**config.mk**
```make
export PLATFORM = sky130hd
export DESIGN_NAME = signed_div8by4
export DESIGN_NICKNAME = d
export VERILOG_FILES = /design/src/rtl/signed_div8by4.sv
export SDC_FILE = /design/constraint.sdc
export NUM_CORES = 1
export LEC_CHECK = 0
export BUFFER_PORTS_ARGS = -buffer_cell sky130_fd_sc_hd__buf_2
export CAP_MARGIN = 20
export CORE_MARGIN = 4
export CORE_UTILIZATION = 35
export DETAILED_ROUTE_END_ITERATION = 8
export PLACE_DENSITY_LB_ADDON = 0.2
export SYNTH_ARGS = -nofsm -noshare
export SYNTH_HDL_FRONTEND = slang
export SYNTH_SLANG_ARGS = --single-unit
```
**constraint.sdc**
```tcl
create_clock -name clk -period 5.4 [get_ports clk]
set_clock_uncertainty 0.15 [all_clocks]
set_input_delay 0.27 -clock clk [delete_from_list [all_inputs] [get_ports clk]]
set_output_delay 0.27 -clock clk [all_outputs]
set_load 0.02 [all_outputs]
```
**src/rtl/signed_div8by4.sv**
```systemverilog
// rtl/signed_div8by4.sv - sequential 8-by-4 signed restoring divider
//
// Purpose: divides an 8-bit signed dividend by a 4-bit signed divisor using
// magnitudes and a restoring algorithm. It resolves one quotient bit per
// clock. Signs are applied in a final fix-up cycle.
//
// Ports:
//   clk       in   1  rising-edge clock
//   rst_n     in   1  asynchronous active-low reset
//   start     in   1  request, sampled only while idle
//   dividend  in   8  signed dividend
//   divisor   in   4  signed divisor
//   busy      out  1  division in progress
//   done      out  1  one-cycle pulse, results valid
//   q         out  8  signed quotient (truncated toward zero)
//   r         out  4  signed remainder (sign of dividend)
//   dz        out  1  divide-by-zero flag for last result
//   ovf       out  1  overflow flag for last result (-128 / -1)

module signed_div8by4 (
  input  logic       clk,
  input  logic       rst_n,
  input  logic       start,
  input  logic [7:0] dividend,
  input  logic [3:0] divisor,
  output logic       busy,
  output logic       done,
  output logic [7:0] q,
  output logic [3:0] r,
  output logic       dz,
  output logic       ovf
);

  typedef enum logic [1:0] {IDLE, CALC, FIX} state_t;

  state_t     state, state_nxt;
  logic [3:0] cnt;
  // Dividend magnitude shifts out of the top while quotient bits shift in
  // at the bottom; after eight iterations it holds the quotient magnitude.
  logic [7:0] dvd_q;
  logic [4:0] prem;
  logic [3:0] dvs_mag;
  logic       dvd_neg, q_neg, dz_pend, ovf_pend;

  logic [7:0] dvd_mag_in;
  logic [3:0] dvs_mag_in;
  logic [5:0] shifted;
  logic       ge;
  logic [4:0] prem_nxt;

  // 128 is representable as an unsigned 8-bit magnitude, so -128 needs no
  // extra bit here.
  assign dvd_mag_in = dividend[7] ? 8'd0 - dividend : dividend;
  assign dvs_mag_in = divisor[3]  ? 4'd0 - divisor  : divisor;

  // One restoring step. When the trial subtraction succeeds the difference
  // is smaller than the divisor magnitude, so five bits hold it exactly.
  assign shifted  = {prem, dvd_q[7]};
  assign ge       = shifted >= {2'b00, dvs_mag};
  assign prem_nxt = ge ? (shifted[4:0] - {1'b0, dvs_mag}) : shifted[4:0];

  always_comb begin
    state_nxt = state;
    case (state)
      IDLE:    if (start) state_nxt = CALC;
      CALC:    if (cnt == 4'd7) state_nxt = FIX;
      FIX:     state_nxt = IDLE;
      default: state_nxt = IDLE;
    endcase
  end

  always_ff @(posedge clk or negedge rst_n) begin
    if (!rst_n) begin
      state    <= IDLE;
      cnt      <= 4'd0;
      dvd_q    <= 8'd0;
      prem     <= 5'd0;
      dvs_mag  <= 4'd0;
      dvd_neg  <= 1'b0;
      q_neg    <= 1'b0;
      dz_pend  <= 1'b0;
      ovf_pend <= 1'b0;
      busy     <= 1'b0;
      done     <= 1'b0;
      q        <= 8'd0;
      r        <= 4'd0;
      dz       <= 1'b0;
      ovf      <= 1'b0;
    end else begin
      state <= state_nxt;
      busy  <= (state_nxt != IDLE);
      done  <= (state == FIX);
      case (state)
        IDLE: begin
          if (start) begin
            cnt      <= 4'd0;
            dvd_q    <= dvd_mag_in;
            prem     <= 5'd0;
            dvs_mag  <= dvs_mag_in;
            dvd_neg  <= dividend[7];
            q_neg    <= dividend[7] ^ divisor[3];
            dz_pend  <= (divisor == 4'h0);
            ovf_pend <= (dividend == 8'h80) && (divisor == 4'hF);
          end
        end
        CALC: begin
          cnt   <= cnt + 4'd1;
          prem  <= prem_nxt;
          dvd_q <= {dvd_q[6:0], ge};
        end
        FIX: begin
          // A zero divisor lets every trial succeed, so the magnitudes are
          // meaningless and the result is forced to zero.
          if (dz_pend) begin
            q <= 8'd0;
            r <= 4'd0;
          end else begin
            q <= q_neg   ? 8'd0 - dvd_q     : dvd_q;
            r <= dvd_neg ? 4'd0 - prem[3:0] : prem[3:0];
          end
          dz  <= dz_pend;
          ovf <= ovf_pend;
        end
        default: ;
      endcase
    end
  end

endmodule

```
# == Word-level counts from Yosys, hierarchy flattened ==
# Index checks and enable logic that the tools add are counted.
# totals
elab_cells,52
register_bits,43
in_bits,15
# classes
magnitude_cmp,1
n_eq_ne,6
bitwise,1
add_sub_neg,6
mux,16
reduce_logical,7
# op_table
cell,count
8-bit 2-to-1 mux,4
4-bit 2-to-1 mux,4
8-bit case mux with 2 select lines,1
"1-bit by 8-bit subtractor with 8-bit output, first input constant",2
5-bit 2-to-1 mux,2
5-bit case mux with 2 select lines,1
"8-bit equality test, second input constant",1
4-bit case mux with 2 select lines,1
"1-bit by 4-bit subtractor with 4-bit output, first input constant",2
6-bit by 4-bit >= comparator with 1-bit output,1
5-bit by 4-bit subtractor with 5-bit output,1
"4-bit by 1-bit adder with 4-bit output, second input constant",1
"4-bit by 3-bit equality test with 1-bit output, second input constant",1
"4-bit equality test, second input constant",1
4-bit logical NOT,1
2-bit 2-to-1 mux,2
2-bit case mux with 2 select lines,1
2-bit AND reduction,2
2-bit nonzero test,2
"2-bit by 1-bit equality test with 1-bit output, second input constant",1
"2-bit equality test, second input constant",1
2-bit logical NOT,1
"2-bit != test, second input constant",1
1-bit logical AND,1
1-bit XOR,1

# == Depth between registers and ports, before layout ==
# Gate-level depths: netlist of run 1.
# logic_depth
word_depth,4
mapped_depth,8
ltp_nobuf,8

# == Least setup slack after synthesis of run 1 ==
# Ideal clock, no wire load.
# synth_path
path_kind,flip-flop to flip-flop
startpoint,register dvd_q[7]
endpoint,register prem[4]
stages_incl_launch_ff,9
setup_ns,0.077
t_required_ns,5.173
t_arrival_ns,1.626
path_buffers,0
path_slack_ns,3.547
cell_sequence,dfrtp_1 inv_1 ha_1 inv_1 fa_1 nand3_1 nand2_1 or3_1 a21oi_1
# synth_between
elab_chain_cells,3
elab_cells_between_ends,4
classes_between,add/sub (1); order compare (1); mux (2)
# synth_rtl
item,line,source
start: declaration,40,logic [7:0] dvd_q;
start signal: assignment,97,dvd_q <= dvd_mag_in;
start signal: assignment,109,"dvd_q <= {dvd_q[6:0], ge};"
5-bit by 4-bit subtractor with 5-bit output or 6-bit by 4-bit >= comparator with 1-bit output (tied branches),"60, 59",
5-bit 2-to-1 mux *,60,"assign prem_nxt = ge ? (shifted[4:0] - {1'b0, dvs_mag}) : shifted[4:0];"
5-bit case mux with 2 select lines *,93,case (state)
end signal: assignment,108,prem <= prem_nxt;
end: declaration,41,logic [4:0] prem;
# Every way passes the cells marked *; elsewhere a longest branch is shown, timed or not.
# A chain may end at the register's enable or synchronous reset.

# == Worst setup path in the final report of run 1 ==
# layout_path
startpoint,register dvd_q[7]
endpoint,register prem[1]
# The elaborated chain is that of the path after synthesis.

==> results of run 1 <==
[sequential cells by signal (all words and copies together) (netlist names), 2 cells and up]
register  count
cnt           4
dvd_q         8
prem          5
r             4
dvs_mag       4
q             8
state         2
[cells by family after synthesis]
group | Yosys count
buffers and inverters | 25
DFF | 43
muxes | 2
xor gates and xnor gates | 16
and+or+nand+nor | 69
AOI/OAI and AO/OA | 67
adders and majority gates | 11
[stage by stage]
stage / area (um^2) / hold WS [ns] / util / setup slack, ns
2_1_floorplan: 2290 / -0.176 / - / 3.55
3_3_place_gp: 2500 / 0.308 / 0.394 / 3.44
4_1_cts: 2630 / 0.0521 / 0.414 / 3.41
5_1_grt: 2650 / 0.0577 / 0.417 / 3.23
6_report: 2650 / 0.0580 / 0.417 / 3.41
3_5_place_dp: 2500 / 0.313 / 0.394 / 3.42
[power breakdown]
part | internal (mW) | switching, mW | total (mW)
Sequential | 0.460 | 0.138 | 0.599
Clock | 0.150 | 0.111 | 0.261
Combinational | 0.301 | 0.381 | 0.682
[routing by layer]
layer	global-route usage	wire, um
met5	0	0
met1	0.206	2450
met4	0.0495	51
met3	0.0372	274
met2	0.196	2040
[cell type report]
| class | instances | area [um^2] | share of cell area |
|---|---|---|---|
| repair buffers | 32 | 180 | 0.0680 |
| well taps | 77 | 96.3 | 0.0364 |
| clock inverters | 2 | 35.0 | 0.0132 |
| flip-flops and latches | 43 | 1080 | 0.406 |
| clock buffers | 6 | 82.6 | 0.0312 |
| multi-input cells | 165 | 1120 | 0.421 |
| inverters | 17 | 63.8 | 0.0241 |
[worst paths after layout]
check,from,end,slack [ns],cells past startpoint
hold / removal,dividend[1],dvd_q[7],0.06,2
setup / recovery,dvd_q[7],prem[1],3.41,8
max in group asynchronous,rst_n,dvd_q[6],4.52,3
min in group asynchronous,rst_n,dz,0.15,2
hold reg to reg,q[5],q[5],0.32,2
setup reg to reg,dvd_q[7],prem[1],3.41,8
[synthesized netlist by cell type, drive strengths merged, types with 2 or more instances]
| master | number | area, um^2 |
|---|---|---|
| dfrtp | 43 | 1080 |
| nand2 | 29 | 109 |
| o21ai | 21 | 105 |
| inv | 17 | 63.8 |
| ha | 10 | 125 |
| o31ai | 10 | 88.8 |
| xnor2 | 10 | 87.6 |
| a21oi | 8 | 40.0 |
| a22o | 8 | 70.1 |
| nand2b | 7 | 43.8 |
| nor2 | 7 | 28.8 |
| xor2 | 6 | 52.6 |
| a22oi | 5 | 37.5 |
| clkbuf | 5 | 18.8 |
| nand4 | 5 | 31.3 |
| nand3 | 4 | 20.0 |
| a31oi | 3 | 18.8 |
| and2 | 3 | 18.8 |
| buf | 3 | 15.0 |
| nor3 | 3 | 15.0 |
| o22ai | 3 | 18.8 |
| or3 | 3 | 23.8 |
| nand3b | 2 | 15.0 |
| nor2b | 2 | 12.5 |
| o221ai | 2 | 17.5 |
[worst max-delay path, delay by kind of cell, from the launching register on]
kind	cells	cell delay, ns
flip-flops	1	0.43
AND/OR/NAND/NOR	3	0.46
buffers and inverters	2	0.13
adder cells (fa/ha/maj)	2	0.52
AO/OA/AOI/OAI	1	0.17
==> flow_metrics.env, run 1 <==
export IMPL_post_cts_setup_buffers=0
export IMPL_netlist_area_um2=2290
export IMPL_final_nets=290
export IMPL_static_leakage_power_nw=1.21
export IMPL_grt_max_degree=44
export IMPL_final_layout_size_suffix_gt1_frac=0.170
export IMPL_critical_path_endpoint_type="flip-flop"
export IMPL_yosys_mux_area_fraction=0.00929
export IMPL_synth_cell_type_count=45
export IMPL_grt_first_pass_wirelength_um=8340
export IMPL_edff_count_synth=0
export IMPL_timing_setup_tns_ns=0
export IMPL_path_common_cell="sky130_fd_sc_hd__inv_1"
export IMPL_yosys_area_share_adder=0.0634
export IMPL_finalWirelength_um=4810
export IMPL_main_combinational_cell_family_by_area_after_synthesis="compound AO/OA/AOI/OAI gates"
export IMPL_drt_first_iter_violations=113
export IMPL_rsz0062_at_grt="false"
export IMPL_irDropWorstVdd_mv=0.211
export IMPL_postSynthCellCount=233
export IMPL_critPathKind="reg -> reg"
export IMPL_worst_setup_path_start_kind="flip-flop"
export IMPL_fmax_mhz=503
export IMPL_worstMarginPinSlew_ns=0.886
export IMPL_drtAntennaViolNets=0
export IMPL_critical_path_max_fanout=4
export IMPL_synth_compound_area_frac=0.201
export IMPL_cp_required_ns=5.42
export IMPL_drt_drc_violations_left=0
export IMPL_die_width_um=88.9
export IMPL_fillCellCount=647
export IMPL_clock_path_buffers=2
export IMPL_ys_seq_elements=43
export IMPL_clock_tree_from_tritoncts="done"
export IMPL_slew_limit_headroom=0.408
export IMPL_layout_min_cycle_time_ns=1.99
export IMPL_post_drt_via_cell_ratio=5.15
export IMPL_synth_net_count=259
export IMPL_final_common_cell="sky130_fd_sc_hd__dfrtp_1"
export IMPL_asyncSetResetFlopFracSynth=1.00
export IMPL_clockRootBuffer="sky130_fd_sc_hd__clkbuf_8"
export IMPL_critical_path_cell_chain="inv_1 > ha_1 > inv_1 > fa_1 > nand3_1 > nand2_1 > nor2_1 > o221ai_1"
export IMPL_cp_data_arrival_time_ns=2.01
export IMPL_syn2layout_area_growth_pct=15.7
export IMPL_timing_final_max_slew_violations=0
export IMPL_crit_path_top_delay_cell="sky130_fd_sc_hd__dfrtp_1"
export IMPL_cts_sink_count=43
export IMPL_synth_sequential_area_ratio=0.470
export IMPL_dr_total_vias=1760
export IMPL_dp_cells=332
export IMPL_grt_pass1_vias=1671
export IMPL_floorplan_initialDensity=0.361
export IMPL_simple_gate_portion_of_the_synthesized_area=0.153
export IMPL_clock_insertion_delay_worst_skew_ns=0.30
export IMPL_globalRoute_totalOverflow=0
export IMPL_num_io_pins=31
export IMPL_synthFlopType="sky130_fd_sc_hd__dfrtp_1"
export IMPL_detailedRoute_firstPassIterationCount=4
export IMPL_syn_area_per_cell_um2=9.83
export IMPL_power_density_nw_per_um2=582
export IMPL_cts_made_buffers=5
export IMPL_buffer_ports_inserted=30
export IMPL_final_instance_count_excl_fill=342
export IMPL_die_area_um2=7900
export IMPL_synthXorXnorAreaFrac=0.0612
export IMPL_track_usage=0.140
export IMPL_htree_levels=2
export IMPL_cts_hold_repair_buffers=1
export IMPL_cts_repair_resize_count=0
export IMPL_detail_route_wl_per_cell_um=14.1
export IMPL_cts_reportedPaths_clkPinSlew_ns=0.08
export IMPL_drv_max_cap_violation_count=0
export IMPL_gp_congestion=0.821
export IMPL_core_area_um2=6350
export IMPL_placementRows=29
export IMPL_post_layout_total_power_mw=1.54
export IMPL_chipHeight_um=88.9
export IMPL_dp_hpwl_um=3620
export IMPL_synth_warning_count=0
export IMPL_run_status="finished clean"
export IMPL_layout_worst_path_cycle_share=0.369
export IMPL_critical_path_max_stage_delay_ns=0.43
export IMPL_number_of_antenna_violations_at_the_first_check_in_global_routing=0
export IMPL_setup_violations_final=0
export IMPL_final_cell_mix="sky130_fd_sc_hd__dfrtp_1 (43), sky130_fd_sc_hd__buf_2 (30), sky130_fd_sc_hd__nand2_1 (29)"
export IMPL_diodes=0
export IMPL_worstHoldPathType="in -> reg"
export IMPL_finalHoldViolations=0
(Power assumes the default switching activity.)
==> run 2: changes to the inputs <==
==> constraint.sdc (replaced) <==
create_clock -name clk -period 2 [get_ports clk]
set_clock_uncertainty 0.15 [all_clocks]
set_input_delay 0.1 -clock clk [delete_from_list [all_inputs] [get_ports clk]]
set_output_delay 0.1 -clock clk [all_outputs]
set_load 0.02 [all_outputs]
==> flow_metrics.env, run 2 (synthesis gave the netlist of run 1 again) <==
export IMPL_run_status="finished clean"
export IMPL_dpl_instance_area_um2=2580
export IMPL_drt_drc_violations_left=0
export IMPL_irDropWorstVdd_mv=0.515
export IMPL_min_delay_worst_endpoint="dvd_neg"
export IMPL_final_common_cell="sky130_fd_sc_hd__dfrtp_1"
export IMPL_final_cell_mix="sky130_fd_sc_hd__dfrtp_1 (43), sky130_fd_sc_hd__buf_2 (30), sky130_fd_sc_hd__nand2_1 (28)"
export IMPL_globalRoute_totalOverflow=0
export IMPL_power_density_nw_per_um2=1530
export IMPL_critPathKind="in -> reg"
export IMPL_cts_made_buffers=5
export IMPL_detailedRoute_firstPassIterationCount=4
export IMPL_critical_path_max_fanout=4
export IMPL_grt_max_degree=36
export IMPL_critical_path_endpoint_type="flip-flop"
export IMPL_clock_insertion_delay_worst_skew_ns=0.29
export IMPL_largestRegisters="dvd_q (8), q (8), prem (5)"
export IMPL_drt_first_iter_violations=71
export IMPL_cts_sink_count=43
export IMPL_pre_cts_slack_ns=0.0752
export IMPL_dr_total_vias=1845
export IMPL_diodes=0
export IMPL_floorplan_initialDensity=0.361
export IMPL_cp_data_arrival_time_ns=1.97
export IMPL_post_drt_via_cell_ratio=5.08
export IMPL_final_cell_area_um2=2830
export IMPL_worstHoldPathType="in -> reg"
export IMPL_timing_final_max_slew_violations=0
export IMPL_slew_limit_headroom=0.481
export IMPL_hold_path_depth=3
export IMPL_clock_path_buffers=2
export IMPL_die_area_um2=7900
export IMPL_power_internal_mw=2.54
export IMPL_setup_violations_final=0
export IMPL_die_width_um=88.9
export IMPL_static_leakage_power_nw=1.29
export IMPL_grt_first_pass_wirelength_um=9000
export IMPL_cts_reportedPaths_clkPinSlew_ns=0.08
export IMPL_syn2layout_area_growth_pct=23.6
export IMPL_post_cts_setup_buffers=0
export IMPL_fmax_mhz=527
export IMPL_layout_min_cycle_time_ns=1.90
export IMPL_seq_power_share=0.369
export IMPL_netSwitchingFraction=0.415
export IMPL_final_instance_count_excl_fill=363
export IMPL_detail_route_wl_per_cell_um=14.5
export IMPL_drv_max_cap_violation_count=0
export IMPL_worst_setup_path_start_kind="primary input"
export IMPL_share_clk_of_total_power=0.159
export IMPL_placementRows=29
export IMPL_layout_worst_path_cycle_share=0.948
export IMPL_worstHoldStart="dividend[7]"
export IMPL_regToRegSetupSlack_ns=0.11
export IMPL_clockRootBuffer="sky130_fd_sc_hd__clkbuf_8"
export IMPL_timing_setup_tns_ns=0
export IMPL_drtAntennaViolNets=0
export IMPL_num_io_pins=31
export IMPL_buffer_ports_inserted=30
export IMPL_worstReg2RegEnd="prem[4]"
export IMPL_reg2reg_depth=8
export IMPL_finalWirelength_um=5280
export IMPL_final_core_utilization=0.446
export IMPL_final_critical_path_setup_slack_ns=0.103
export IMPL_clock_tree_from_tritoncts="done"
export IMPL_htree_levels=2
export IMPL_worstMarginPinSlew_ns=0.779
export IMPL_core_area_um2=6350
export IMPL_grt_pass1_vias=1831
export IMPL_final_nets=311
export IMPL_chipHeight_um=88.9
export IMPL_comb_power_share=0.471
export IMPL_number_of_antenna_violations_at_the_first_check_in_global_routing=0
export IMPL_final_layout_size_suffix_gt1_frac=0.206
export IMPL_finalHoldViolations=0
export IMPL_post_layout_total_power_mw=4.34
export IMPL_dp_cells=343
export IMPL_r2r_start="dvd_q[7]"
export IMPL_rsz0062_at_grt="false"
export IMPL_timing_hold_ws_ns=0.0257
export IMPL_gp_congestion=0.862
export IMPL_p_sw_mw=1.80
export IMPL_cp_required_ns=2.08
export IMPL_dp_hpwl_um=3980
export IMPL_track_usage=0.150
## run 2: critical path, cell delays in order
cell,delay (ns)
sky130_fd_sc_hd__dlygate4sd3_1,0.54
sky130_fd_sc_hd__buf_2,0.14
sky130_fd_sc_hd__or4b_1,0.52
sky130_fd_sc_hd__dlygate4sd3_1,0.57
sky130_fd_sc_hd__o21ai_1,0.11
## run 2: routing by layer
| layer | global-route usage | wire length, um | up-vias | part of all wire |
|---|---|---|---|---|
| met5 | 0 | 0 | - | 0 |
| met4 | 0.0536 | 107 | 0 | 0.020 |
| met3 | 0.0279 | 216 | 7 | 0.041 |
| met2 | 0.232 | 2290 | 41 | 0.43 |
| met1 | 0.211 | 2660 | 857 | 0.50 |
| li1 | - | - | 940 | - |
## run 2: cell type report
type | instances | area (um^2)
fillers | 632 | 3520
multi-input cells | 165 | 1130
flip-flops and latches | 43 | 1080
repair buffers | 53 | 353
well taps | 77 | 96.3
clock buffers | 5 | 68.8
inverters | 17 | 63.8
clock inverters | 3 | 43.8
## run 2: how the worst max path moves through the flow
stage	to	depth (start not counted)	slack (ns)	from
floorplan	prem[4]	8	0.15	dvd_q[7]
global placement	prem[1]	8	0.09	dvd_q[7]
global route	prem[4]	8	0.005	dvd_q[7]
CTS	prem[1]	8	0.06	dvd_q[7]
finish	dvs_mag[3]	5	0.10	divisor[1]
detailed placement	prem[1]	8	0.08	dvd_q[7]
## run 2: what timing repair did
item | 4_1_cts | 5_1_grt
endpoints found under the setup margin | 0 | 4
hold buffers | 12 | 0
hold endpoints to repair | 41 | 0
resized for setup | 0 | 4
## run 2: power groups by stage
stage                     sequential [mW]  clock [mW]  combinational [mW]
after floorplan                      1.67           0                1.34
after global placement               1.61           0                1.97
after detailed placement             1.62           0                2.00
after CTS                            1.60       0.720                2.02
after global routing                 1.66       0.756                2.35
final                                1.60       0.690                2.04
==> run 3: changes to the inputs <==
--- a/config.mk
+++ b/config.mk
@@ -8,7 +8,7 @@
 export BUFFER_PORTS_ARGS = -buffer_cell sky130_fd_sc_hd__buf_2
 export CAP_MARGIN = 20
 export CORE_MARGIN = 4
-export CORE_UTILIZATION = 35
+export CORE_UTILIZATION = 30
 export DETAILED_ROUTE_END_ITERATION = 8
 export PLACE_DENSITY_LB_ADDON = 0.2
 export SYNTH_ARGS = -nofsm -noshare
==> flow_metrics.env, run 3 (synthesis gave the netlist of run 1 again) <==
export IMPL_run_status="finished clean"
export IMPL_grt_first_pass_wirelength_um=9030
export IMPL_clock_tree_from_tritoncts="done"
export IMPL_die_width_um=95.4
export IMPL_worstMarginPinSlew_ns=0.543
export IMPL_crit_path_top_delay_cell="sky130_fd_sc_hd__dlygate4sd3_1"
export IMPL_diodes=0
export IMPL_syn2layout_area_growth_pct=25.5
export IMPL_timing_final_max_slew_violations=0
export IMPL_cp_required_ns=2.06
export IMPL_pre_cts_slack_ns=0.0720
export IMPL_detailedRoute_firstPassIterationCount=4
export IMPL_final_critical_path_setup_slack_ns=0.102
export IMPL_fillCellCount=761
export IMPL_buffer_ports_inserted=30
export IMPL_final_layout_size_suffix_gt1_frac=0.204
export IMPL_critical_path_endpoint_type="flip-flop"
export IMPL_layout_min_cycle_time_ns=1.90
export IMPL_drv_max_cap_violation_count=0
export IMPL_post_layout_total_power_mw=4.44
export IMPL_critical_path_max_fanout=4
export IMPL_drtAntennaViolNets=0
export IMPL_htree_levels=2
export IMPL_detail_route_wl_per_cell_um=13.6
export IMPL_critical_path_max_stage_delay_ns=0.56
export IMPL_gp_congestion=0.766
export IMPL_largestRegisters="dvd_q (8), q (8), prem (5)"
export IMPL_globalRoute_totalOverflow=0
export IMPL_power_density_nw_per_um2=1540
export IMPL_final_cell_mix="sky130_fd_sc_hd__dfrtp_1 (43), sky130_fd_sc_hd__buf_2 (30), sky130_fd_sc_hd__nand2_1 (28)"
export IMPL_final_common_cell="sky130_fd_sc_hd__dfrtp_1"
export IMPL_cp_data_arrival_time_ns=1.95
export IMPL_irDropWorstVdd_mv=0.328
export IMPL_cts_made_buffers=5
export IMPL_dp_cells=364
export IMPL_regArea_um2=1080
export IMPL_clockRootBuffer="sky130_fd_sc_hd__clkbuf_8"
export IMPL_drt_first_iter_violations=108
export IMPL_drt_drc_violations_left=0
export IMPL_number_of_antenna_violations_at_the_first_check_in_global_routing=0
export IMPL_die_area_um2=9090
export IMPL_dp_hpwl_um=3960
export IMPL_finalHoldViolations=0
export IMPL_clock_path_buffers=2
export IMPL_critical_path_cell_chain="dlygate4sd3_1 > buf_2 > inv_1 > ha_1 > nand4_1 > dlygate4sd3_1 > o31ai_1"
export IMPL_static_leakage_power_nw=1.30
export IMPL_floorplan_initialDensity=0.312
export IMPL_fmax_mhz=527
export IMPL_cts_sink_count=43
export IMPL_final_nets=310
export IMPL_track_usage=0.131
export IMPL_num_io_pins=31
export IMPL_post_drt_via_cell_ratio=4.83
export IMPL_layout_worst_path_cycle_share=0.949
export IMPL_cts_reportedPaths_clkPinSlew_ns=0.08
export IMPL_grt_pass1_vias=1816
export IMPL_grt_max_degree=44
export IMPL_final_instance_count_excl_fill=384
export IMPL_timing_hold_ws_ns=0.0404
export IMPL_dr_total_vias=1856
export IMPL_area_occupied_by_multi_input_gates_um2=1130
export IMPL_finalWirelength_um=5210
export IMPL_setup_violations_final=0
export IMPL_critPathKind="in -> reg"
export IMPL_worstHoldPathType="in -> reg"
export IMPL_clock_insertion_delay_worst_skew_ns=0.30
export IMPL_chipHeight_um=95.4
export IMPL_placementRows=31
export IMPL_path_common_cell="sky130_fd_sc_hd__dlygate4sd3_1"
export IMPL_slew_limit_headroom=0.638
export IMPL_worst_setup_path_start_kind="primary input"
export IMPL_core_area_um2=7330
export IMPL_regToRegSetupSlack_ns=0.16
run 3: cell count changes in the layout (fill, tap and decap cells not counted), sizes merged:
| cell | change |
|---|---|
| buf | -1 |
| clkinv | -2 |
| clkbuf | +1 |
| bufinv | +1 |
run 3: worst paths after layout:
kind,start,end,depth (start not counted)
setup reg to reg,dvd_q[7],prem[4],8
min in group asynchronous,rst_n,q[1],3
max in group asynchronous,rst_n,dvs_mag[3],3
setup / recovery,dividend[1],ovf_pend,7
hold / removal,dividend[7],ovf_pend,3
hold reg to reg,q[4],q[4],2
run 3: metrics by stage:
stage                TNS, ns  cell area, um^2  utilization
finish                     0             2870        0.392
global route        -0.00378             2870        0.392
CTS                        0             2860        0.390
detailed placement         0             2610        0.355
global placement           0             2610        0.355
floorplan                  0             2290            -
run 3: layout make-up:
class / instances / share of cell area
Multi-Input combinational cell: 165 / 0.394
Sequential cell: 43 / 0.375
Timing Repair Buffer: 52 / 0.120
Tap cell: 99 / 0.0431
Clock buffer: 6 / 0.0253
Inverter: 17 / 0.0222
Clock inverter: 2 / 0.0209
run 3: repair_timing:
| action | CTS | global route |
|---|---|---|
| resized for setup | 0 | 5 |
| hold endpoints to repair | 52 | 0 |
| hold buffers | 12 | 0 |
| setup endpoints to repair | 0 | 6 |
| setup buffers | 0 | 0 |
run 3: where the power goes:
group          internal, mW  switching (mW)  leakage, nW
Clock                 0.499           0.298       0.0654
Sequential             1.24           0.353        0.529
Combinational         0.932            1.11        0.701
Total                  2.67            1.76         1.30
run 3: layer usage:
metal  up-vias  share of wire  global-route usage
li1        939              -                   -
met5         -              0                   0
met1       882           0.50               0.177
met4         0          0.018              0.0577
met2        29           0.44               0.201
met3         6          0.039              0.0284
run 3: worst max-delay path, delay by kind of cell:
kind / cells / cell delay [ns]
simple gates: 1 / 0.10
compound gates: 1 / 0.19
fa+ha+maj: 1 / 0.24
buf+inv: 4 / 1.33
